### src/rtl/fp_mac_seq_pkg.sv
// Shared types and constants for the sequenced FP multiply-accumulate controller.
// Covers the FSM state encoding, the operation mode codes, and the counter load helper.
package fp_mac_pkg;

  typedef enum logic [1:0] {
    ST_IDLE     = 2'd0,
    ST_MUL_WAIT = 2'd1,
    ST_ADD_WAIT = 2'd2,
    ST_DONE     = 2'd3
  } state_t;

  localparam logic [1:0] MODE_MUL = 2'b00;
  localparam logic [1:0] MODE_ADD = 2'b01;
  localparam logic [1:0] MODE_MAC = 2'b10;
  localparam logic [1:0] MODE_ACC = 2'b11;

  // A wait of N cycles loads N-1: the counter sits at zero during the last cycle.
  function automatic logic [3:0] wait_load(input int lat);
    return 4'(lat - 1);
  endfunction

endpackage

### src/rtl/fp_mac_seq_latency_counter.sv
// Loadable 4-bit down-counter timing the multiplier and adder wait states.
// The expired flag is high whenever the count has reached zero.
module latency_counter (
  input  logic       clock,
  input  logic       aclr_n,
  input  logic       clk_en,
  input  logic       load,
  input  logic [3:0] load_val,
  output logic       expired
);

  logic [3:0] count;

  always_ff @(posedge clock or negedge aclr_n) begin
    if (!aclr_n) begin
      count <= 4'd0;
    end else if (clk_en) begin
      if (load) begin
        count <= load_val;
      end else if (count != 4'd0) begin
        count <= count - 4'd1;
      end
    end
  end

  assign expired = (count == 4'd0);

endmodule

### src/rtl/fp_mac_seq.sv
// Sequencer for externally pipelined FP multiplier and adder cores: MUL, ADD, MAC, ACC.
// Handshake: start is taken only in IDLE with clk_en=1; done pulses one cycle with result valid.
module fp_mac_seq
  import fp_mac_pkg::*;
#(
  parameter int DATA_WIDTH  = 32,
  parameter int MUL_LATENCY = 5,
  parameter int ADD_LATENCY = 7
) (
  input  logic                  clock,
  input  logic                  aclr_n,
  input  logic                  clk_en,
  input  logic                  start,
  input  logic [1:0]            mode,
  input  logic                  acc_clr,
  input  logic [DATA_WIDTH-1:0] dataa,
  input  logic [DATA_WIDTH-1:0] datab,
  input  logic [DATA_WIDTH-1:0] datac,
  output logic [DATA_WIDTH-1:0] mul_a,
  output logic [DATA_WIDTH-1:0] mul_b,
  output logic                  mul_en,
  input  logic [DATA_WIDTH-1:0] mul_result,
  output logic [DATA_WIDTH-1:0] add_a,
  output logic [DATA_WIDTH-1:0] add_b,
  output logic                  add_en,
  input  logic [DATA_WIDTH-1:0] add_result,
  output logic                  busy,
  output logic                  done,
  output logic [DATA_WIDTH-1:0] result,
  output logic [1:0]            dbg_state
);

  localparam logic [3:0] MUL_LOAD = wait_load(MUL_LATENCY);
  localparam logic [3:0] ADD_LOAD = wait_load(ADD_LATENCY);

  state_t                state;
  logic [DATA_WIDTH-1:0] a_q, b_q, c_q, prod_q, acc_q, result_q;
  logic [1:0]            mode_q;
  logic                  clr_q;
  logic                  mul_en_q, add_en_q, busy_q, done_q;
  logic                  cnt_load, cnt_expired;
  logic [3:0]            cnt_val;
  logic [DATA_WIDTH-1:0] acc_eff;

  latency_counter u_cnt (
    .clock    (clock),
    .aclr_n   (aclr_n),
    .clk_en   (clk_en),
    .load     (cnt_load),
    .load_val (cnt_val),
    .expired  (cnt_expired)
  );

  // The counter is (re)loaded on every edge that enters a wait state.
  always_comb begin
    cnt_load = 1'b0;
    cnt_val  = MUL_LOAD;
    case (state)
      ST_IDLE: begin
        if (start) begin
          cnt_load = 1'b1;
          cnt_val  = (mode == MODE_ADD) ? ADD_LOAD : MUL_LOAD;
        end
      end
      ST_MUL_WAIT: begin
        if (cnt_expired && (mode_q != MODE_MUL)) begin
          cnt_load = 1'b1;
          cnt_val  = ADD_LOAD;
        end
      end
      default: ;
    endcase
  end

  always_ff @(posedge clock or negedge aclr_n) begin
    if (!aclr_n) begin
      state    <= ST_IDLE;
      a_q      <= '0;
      b_q      <= '0;
      c_q      <= '0;
      prod_q   <= '0;
      acc_q    <= '0;
      result_q <= '0;
      mode_q   <= MODE_MUL;
      clr_q    <= 1'b0;
      mul_en_q <= 1'b0;
      add_en_q <= 1'b0;
      busy_q   <= 1'b0;
      done_q   <= 1'b0;
    end else if (clk_en) begin
      case (state)
        ST_IDLE: begin
          if (start) begin
            a_q    <= dataa;
            b_q    <= datab;
            c_q    <= datac;
            mode_q <= mode;
            clr_q  <= acc_clr;
            busy_q <= 1'b1;
            if (mode == MODE_ADD) begin
              add_en_q <= 1'b1;
              state    <= ST_ADD_WAIT;
            end else begin
              mul_en_q <= 1'b1;
              state    <= ST_MUL_WAIT;
            end
          end
        end
        ST_MUL_WAIT: begin
          if (cnt_expired) begin
            mul_en_q <= 1'b0;
            prod_q   <= mul_result;
            if (mode_q == MODE_MUL) begin
              result_q <= mul_result;
              done_q   <= 1'b1;
              busy_q   <= 1'b0;
              state    <= ST_DONE;
            end else begin
              add_en_q <= 1'b1;
              state    <= ST_ADD_WAIT;
            end
          end
        end
        ST_ADD_WAIT: begin
          if (cnt_expired) begin
            add_en_q <= 1'b0;
            result_q <= add_result;
            if (mode_q == MODE_ACC) acc_q <= add_result;
            done_q   <= 1'b1;
            busy_q   <= 1'b0;
            state    <= ST_DONE;
          end
        end
        default: begin
          done_q <= 1'b0;
          state  <= ST_IDLE;
        end
      endcase
    end
  end

  // acc_clr substitutes +0.0 for the accumulator on this operation only.
  assign acc_eff = clr_q ? '0 : acc_q;

  assign mul_a     = a_q;
  assign mul_b     = b_q;
  assign add_a     = (mode_q == MODE_ADD) ? a_q : prod_q;
  assign add_b     = (mode_q == MODE_ACC) ? acc_eff : c_q;
  assign mul_en    = mul_en_q & clk_en;
  assign add_en    = add_en_q & clk_en;
  assign busy      = busy_q;
  assign done      = done_q;
  assign result    = result_q;
  assign dbg_state = state;

endmodule

### config.mk
export PLATFORM = sky130hd
export DESIGN_NAME = fp_mac_seq
export DESIGN_NICKNAME = d
export VERILOG_FILES = /design/src/rtl/fp_mac_seq_pkg.sv /design/src/rtl/fp_mac_seq_latency_counter.sv /design/src/rtl/fp_mac_seq.sv
export SDC_FILE = /design/constraint.sdc
export NUM_CORES = 1
export LEC_CHECK = 0
export BUFFER_PORTS_ARGS = -buffer_cell sky130_fd_sc_hd__buf_2
export CORE_ASPECT_RATIO = 0.7
export CORE_UTILIZATION = 30
export CTS_BUF_LIST = sky130_fd_sc_hd__clkbuf_16
export CTS_CLUSTER_SIZE = 40
export DETAILED_ROUTE_END_ITERATION = 12
export MAX_ROUTING_LAYER = met4
export PLACE_DENSITY = 0.64
export SETUP_SLACK_MARGIN = 0.1
export SYNTH_ARGS = -nofsm -noshare
export SYNTH_HDL_FRONTEND = slang
export SYNTH_SLANG_ARGS = --single-unit
### constraint.sdc
create_clock -name clock -period 2.6 [get_ports clock]
set_input_delay 0.13 -clock clock [delete_from_list [all_inputs] [get_ports clock]]
set_output_delay 0.13 -clock clock [all_outputs]
set_load 0.02 [all_outputs]
==> results of run 1 <==
==> metal layers <==
metal  routed length, µm  vias up  global-route usage
met2               13200      267               0.303
met1               12400     3633               0.234
met5                   0        -                   -
met3                1630       52              0.0397
met4                 662        0              0.0471
li1                    -     3442                   -
==> per-stage QoR <==
step                power, µW  setup slack (ps)
finish                  16500               179
global route            17500              98.2
CTS                     16500               178
detailed placement      13300               466
global placement        13100               545
floorplan               10600               610
==> synth_stat cells <==
master | number | area (µm²)
nor4_4 | 1 | 21.3
o32a_1 | 1 | 10.0
o221ai_2 | 1 | 15.0
o41ai_1 | 3 | 26.3
o21a_1 | 1 | 7.51
a21o_1 | 1 | 7.51
dfrtp_1 | 205 | 5130
o21ai_0 | 39 | 195
o2111a_1 | 1 | 11.3
buf_4 | 7 | 52.6
ha_1 | 5 | 62.6
nand2_1 | 38 | 143
nand2_2 | 1 | 6.26
nand2b_1 | 33 | 206
mux2i_1 | 32 | 320
nand3_2 | 1 | 10.0
buf_1 | 1 | 3.75
and2_1 | 3 | 18.8
mux2_1 | 4 | 45.0
buf_2 | 19 | 95.1
inv_1 | 7 | 26.3
a31oi_1 | 1 | 6.26
o31ai_1 | 4 | 30.0
o2bb2ai_1 | 1 | 8.76
nor2_1 | 36 | 135
nand3_1 | 1 | 5.00
nor3b_4 | 1 | 18.8
a21oi_1 | 36 | 180
a22o_1 | 1 | 8.76
clkbuf_1 | 12 | 45.0
nor3_1 | 2 | 10.0
nor2b_1 | 3 | 18.8
buf_6 | 2 | 22.5
nand4_1 | 2 | 12.5
mux2_2 | 192 | 2160
==> state kept, by name, indices dropped and copies added (netlist names) <==
register and flops:
result 32, done 1, mode_q 2, u_cnt.count 4, c_q 32, clr_q 1
mul_a 32, add_en_q 1, busy 1, dbg_state 2, prod_q 32, mul_b 32
acc_q 32, mul_en_q 1
==> final cells by class <==
type,instances,share of cell area
Sequential cell,205,0.378
Multi-Input combinational cell,445,0.275
Timing Repair Buffer,510,0.258
Clock buffer,23,0.0424
Tap cell,405,0.0373
Clock inverter,16,0.00728
Inverter,7,0.00194
==> final timing paths <==
check | from | to | slack (ps)
max reg2reg | dbg_state[0] | mul_b[19] | 450
max in group asynchronous | aclr_n | prod_q[19] | 1730
min reg2reg | acc_q[4] | acc_q[4] | 490
max | mode_q[0] | add_a[12] | 180
min | clk_en | u_cnt.count[3] | 20
min in group asynchronous | aclr_n | acc_q[0] | 140
==> cells by family (layout without fill, tap and decap cells) <==
logic type | after synthesis | count (layout) | share of synthesized area
muxes | 228 | 228 | 0.278
DFF | 205 | 205 | 0.565
and+or+nand+nor | 122 | 122 | 0.0667
AOI/OAI and AO/OA | 90 | 90 | 0.0558
buffers and inverters | 48 | 556 | 0.0270
adders and majority gates | 5 | 5 | 0.00689
==> critical path: stages, from the launching register on <==
cell and delay (ps):
dfrtp_1 480, nor2b_4 430, buf_12 240, mux2_2 400
buf_2 170
==> where the power goes <==
| part | switching (µW) | internal, µW | total (µW) |
|---|---|---|---|
| registers | 1030 | 4710 | 5740 |
| logic | 4440 | 3330 | 7770 |
| clock network | 1290 | 1690 | 2990 |
| total | 6770 | 9730 | 16500 |
==> repair_timing <==
item / CTS / global route
endpoints found under the hold margin: 278 / 0
resized for setup: 0 / 1
setup endpoints to repair: 0 / 5
hold buffers: 164 / 0
setup buffers: 0 / 0
==> results by group, run 1 <==
Pwr
  – Leak Pwr: 0.00647 µW
  – Pwr dens: 1220 nW/µm²
  – Worst vdd ir: 0.000623 V

STA
  – RSZ-0062 raised after global routing: yes
  – Clock Skews: 11.0 ps
  – Setup violators final: 0
  – Relative max-transition margin: 0.278
  – Fin Setup TNS: 0 ps
  – Final hold vios: 0
  – Max frequency: 413 MHz
  – Slew of the pin with the lowest slew margin: 1080 ps
  – Max-slew violations: 0
  – WHS: 22.3 ps
  – Final min period: 2420 ps
  – Tcrit/Tclk final: 0.931

Place
  – PortBufs: 332
  – DP HPWL: 18500 µm
  – Dpl cell area: 11200 µm²
  – Final GP Congestion: 0.783
  – Placed Cells: 1408

Clocking
  – Clk root buf: clkbuf_16
  – Clk slew on worst S/H paths: 70 ps
  – Max Root-Sink Buffers: 3
  – Num CTS Buffers: 22
  – Htree depth: 1
  – CTS tree: built
  – Worst-Skew Late Latency: 510 ps
  – Clock Sinks: 205

Die
  – FP Rows: 52
  – Starting Density: 0.309
  – Die W: 210 µm
  – Top Ports: 333
  – Die area: 31000 µm²
  – Die height: 148 µm
  – Core area: 29300 µm²

Route
  – Initial DRC Count: 296
  – DR pass1 iterations: 4
  – Vias per cell: 4.59
  – Post-Route WL: 28000 µm
  – Avg WL per Cell: 17.4 µm
  – DRC Markers: 0
  – Antenna viol nets, final: 0
  – DR vias: 7394

Worst hold path
  – Cells on Worst Hold Path: 3
  – Min-Delay Path Class: in -> reg

GRT
  – Total gr overflow: 0
  – Vias in the first global route: 7963
  – GRT Total Usage: 0.186
  – Initial antenna violation count: 0
  – Pin count of the biggest net entering global routing: 67
  – First-pass GRT wire length: 43700 µm

Finish
  – Synth-to-layout area growth: 49.5%
  – Commonest non-fill, non-tap cell in the layout: buf_2
  – Final Util: 0.462
  – Most frequent cells in the layout: buf_2, dfrtp_1, mux2_2, dlygate4sd3_1, o21ai_0
  – Multi-input logic area: 3730 µm²
  – Final Cell Area: 13600 µm²
  – Layout cells sized above 1: 0.479
  – Layout filler cell count: 2649
  – Final Non-Filler Cells: 1611
  – Diode count: 0
  – Final Net Count: 1363
  – FF/Latch Area: 5130 µm²

Worst setup path
  – Crit path DAT: 2290 ps
  – Critical path class: reg -> out
  – Type of origin of the critical path: flop
  – CP endpoint kind: output port
  – Worst endpoint required time: 2470 ps
  – Worst-path fanout max: 24
  – R2r worst-path depth: 6

Run
  – Max cap viols: 0

Logic synthesis
  – Synth Area per Inst: 13.0 µm²
  – Synthesis-stage register bit count: 205
  – Synthesized area: 9080 µm²
  – Library cells used by synthesis: 35
  – Register area share after synthesis: 0.565
  – Synth warn: 0
  – Syn_nets: 870
  – Mapped Cells: 698

Status
  – Run status: finished, final reports clean
(Power assumes the default switching activity.)
==> run 2: changes to the inputs <==
--- a/config.mk
+++ b/config.mk
@@ -7,12 +7,12 @@
 export LEC_CHECK = 0
 export BUFFER_PORTS_ARGS = -buffer_cell sky130_fd_sc_hd__buf_2
 export CORE_ASPECT_RATIO = 0.7
-export CORE_UTILIZATION = 30
+export CORE_UTILIZATION = 40
 export CTS_BUF_LIST = sky130_fd_sc_hd__clkbuf_16
 export CTS_CLUSTER_SIZE = 40
 export DETAILED_ROUTE_END_ITERATION = 12
 export MAX_ROUTING_LAYER = met4
-export PLACE_DENSITY = 0.64
+export PLACE_DENSITY = 0.78
 export SETUP_SLACK_MARGIN = 0.1
 export SYNTH_ARGS = -nofsm -noshare
 export SYNTH_HDL_FRONTEND = slang
==> results by group, run 2 (synthesis gave the netlist of run 1 again) <==
Worst setup path
  – CP endpoint kind: output port (unchanged)
  – Worst endpoint required time: 2470 ps (about the same)
  – Critical path class: reg -> out (unchanged)
  – Type of origin of the critical path: flop (unchanged)
  – Crit path DAT: 2270 ps (was 2290 ps)
  – R2r worst-path depth: 6 (unchanged)
  – Worst-path fanout max: 25 (was 24)

Finish
  – Synth-to-layout area growth: 47.7% (was 49.5%)
  – Final Util: 0.611 (was 0.462)
  – Most frequent cells in the layout: buf_2, dfrtp_1, mux2_2, dlygate4sd3_1, o21ai_0 (unchanged)
  – Commonest non-fill, non-tap cell in the layout: buf_2 (unchanged)
  – Final Net Count: 1360 (was 1363)
  – Final Non-Filler Cells: 1485 (was 1611)
  – Layout cells sized above 1: 0.478 (was 0.479)

STA
  – Max-slew violations: 0 (unchanged)
  – Final hold vios: 0 (unchanged)
  – Tcrit/Tclk final: 0.923 (was 0.931)
  – Setup violators final: 0 (unchanged)
  – RSZ-0062 raised after global routing: no (was yes)
  – Fin Setup TNS: 0 ps (unchanged)
  – Relative max-transition margin: 0.302 (was 0.278)
  – Slew of the pin with the lowest slew margin: 1050 ps (was 1080 ps)
  – Max frequency: 417 MHz (was 413 MHz)
  – Final min period: 2400 ps (was 2420 ps)
  – Clock Skews: 17.7 ps (was 11.0 ps)

Route
  – Avg WL per Cell: 18.6 µm (was 17.4 µm)
  – Antenna viol nets, final: 0 (unchanged)
  – DR vias: 7507 (was 7394)
  – DR pass1 iterations: 4 (unchanged)
  – Post-Route WL: 27700 µm (was 28000 µm)
  – DRC Markers: 0 (unchanged)
  – Initial DRC Count: 372 (was 296)
  – Vias per cell: 5.06 (was 4.59)

Pwr
  – Worst vdd ir: 0.000787 V (was 0.000623 V)
  – Final Power: 16600 µW (was 16500 µW)
  – Leak Pwr: 0.00647 µW (about the same)
  – Pwr dens: 1240 nW/µm² (was 1220 nW/µm²)

Place
  – Final GP Congestion: 0.846 (was 0.783)
  – PortBufs: 332 (unchanged)
  – DP HPWL: 17300 µm (was 18500 µm)
  – Placed Cells: 1283 (was 1408)

GRT
  – Vias in the first global route: 8131 (was 7963)
  – Initial antenna violation count: 1 (was 0)
  – First-pass GRT wire length: 43700 µm (about the same)
  – Total gr overflow: 0 (unchanged)
  – Pin count of the biggest net entering global routing: 79 (was 67)
  – GRT Total Usage: 0.245 (was 0.186)

Worst hold path
  – Min-Delay Path Class: in -> reg (unchanged)
  – Cells on Worst Hold Path: 3 (unchanged)

Die
  – Top Ports: 333 (unchanged)
  – Starting Density: 0.413 (was 0.309)
  – Die area: 23300 µm² (was 31000 µm²)
  – Core area: 22000 µm² (was 29300 µm²)
  – Die W: 182 µm (was 210 µm)
  – Die height: 128 µm (was 148 µm)
  – FP Rows: 45 (was 52)

Clocking
  – Clk slew on worst S/H paths: 60 ps (was 70 ps)
  – Clk root buf: clkbuf_16 (unchanged)
  – Max Root-Sink Buffers: 3 (unchanged)
  – Worst-Skew Late Latency: 500 ps (was 510 ps)
  – CTS tree: built (unchanged)
  – Setup Fix Bufs, Post-CTS: 0 (unchanged)
  – Num CTS Buffers: 21 (was 22)
  – Clock Sinks: 205 (unchanged)
  – Htree depth: 1 (unchanged)

Status
  – Run status: finished, final reports clean (unchanged)

Run
  – Max cap viols: 0 (unchanged)
[run 2: cell types whose count changed in the layout (fill, tap and decap cells not counted), sizes merged]
cell,before,now
bufinv,1,3
inv,9,13
clkbuf,23,22
diode,0,1
buf,346,343
clkinv,13,7
[run 2: worst paths after layout]
| path | end | slack (ps) | start |
|---|---|---|---|
| max reg2reg | prod_q[14] | 480 | u_cnt.count[0] |
| min in group asynchronous | result[24] | 210 | aclr_n |
| max in group asynchronous | result[14] | 1560 | aclr_n |
| min | u_cnt.count[3] | 40 | clk_en |
| max | add_a[14] | 200 | mode_q[0] |
| min reg2reg | acc_q[1] | 500 | acc_q[1] |
[run 2: area by class of cell]
cell class / instances / area, µm²
timing repair buffer: 508 / 3490
inverter: 7 / 26.3
clock inverter: 16 / 154
tap: 282 / 353
sequential: 205 / 5130
fill: 1661 / 8550
multi-input combinational: 445 / 3730
antenna: 1 / 2.50
clock buffer: 21 / 526
[run 2: timing repair]
item	4_1_cts	5_1_grt
setup endpoints to repair	0	1
hold endpoints to repair	256	0
hold buffers	164	0
gates resized for setup	0	1
[run 2: layer usage]
layer,track usage,share of wire
met3,0.0463,0.057
met2,0.424,0.51
met4,0.0741,0.030
met5,-,0
met1,0.291,0.41
[run 2: per-stage QoR]
| step | hold slack (ps) | worst slack (ps) | area [µm²] |
|---|---|---|---|
| 5_1_grt | 82.5 | 135 | 13400 |
| 4_1_cts | 10.8 | 232 | 13400 |
| 2_1_floorplan | -166 | 610 | 9080 |
| 3_3_place_gp | 160 | 589 | 11100 |
| 3_5_place_dp | 162 | 504 | 11100 |
| 6_report | 43.5 | 200 | 13400 |
[run 2: power by group]
part / total [µW] / leakage [µW] / internal (µW) / switching [µW]
clock network: 3040 / 0.000355 / 1770 / 1270
registers: 5750 / 0.00250 / 4710 / 1040
logic: 7850 / 0.00361 / 3330 / 4520
total: 16600 / 0.00647 / 9810 / 6830
[run 2: worst max-delay path, cell delays in order, from the launching register on]
cell and delay [ps]:
dfrtp_1 520, nor2b_4 420, buf_12 260, mux2_2 380
buf_2 170
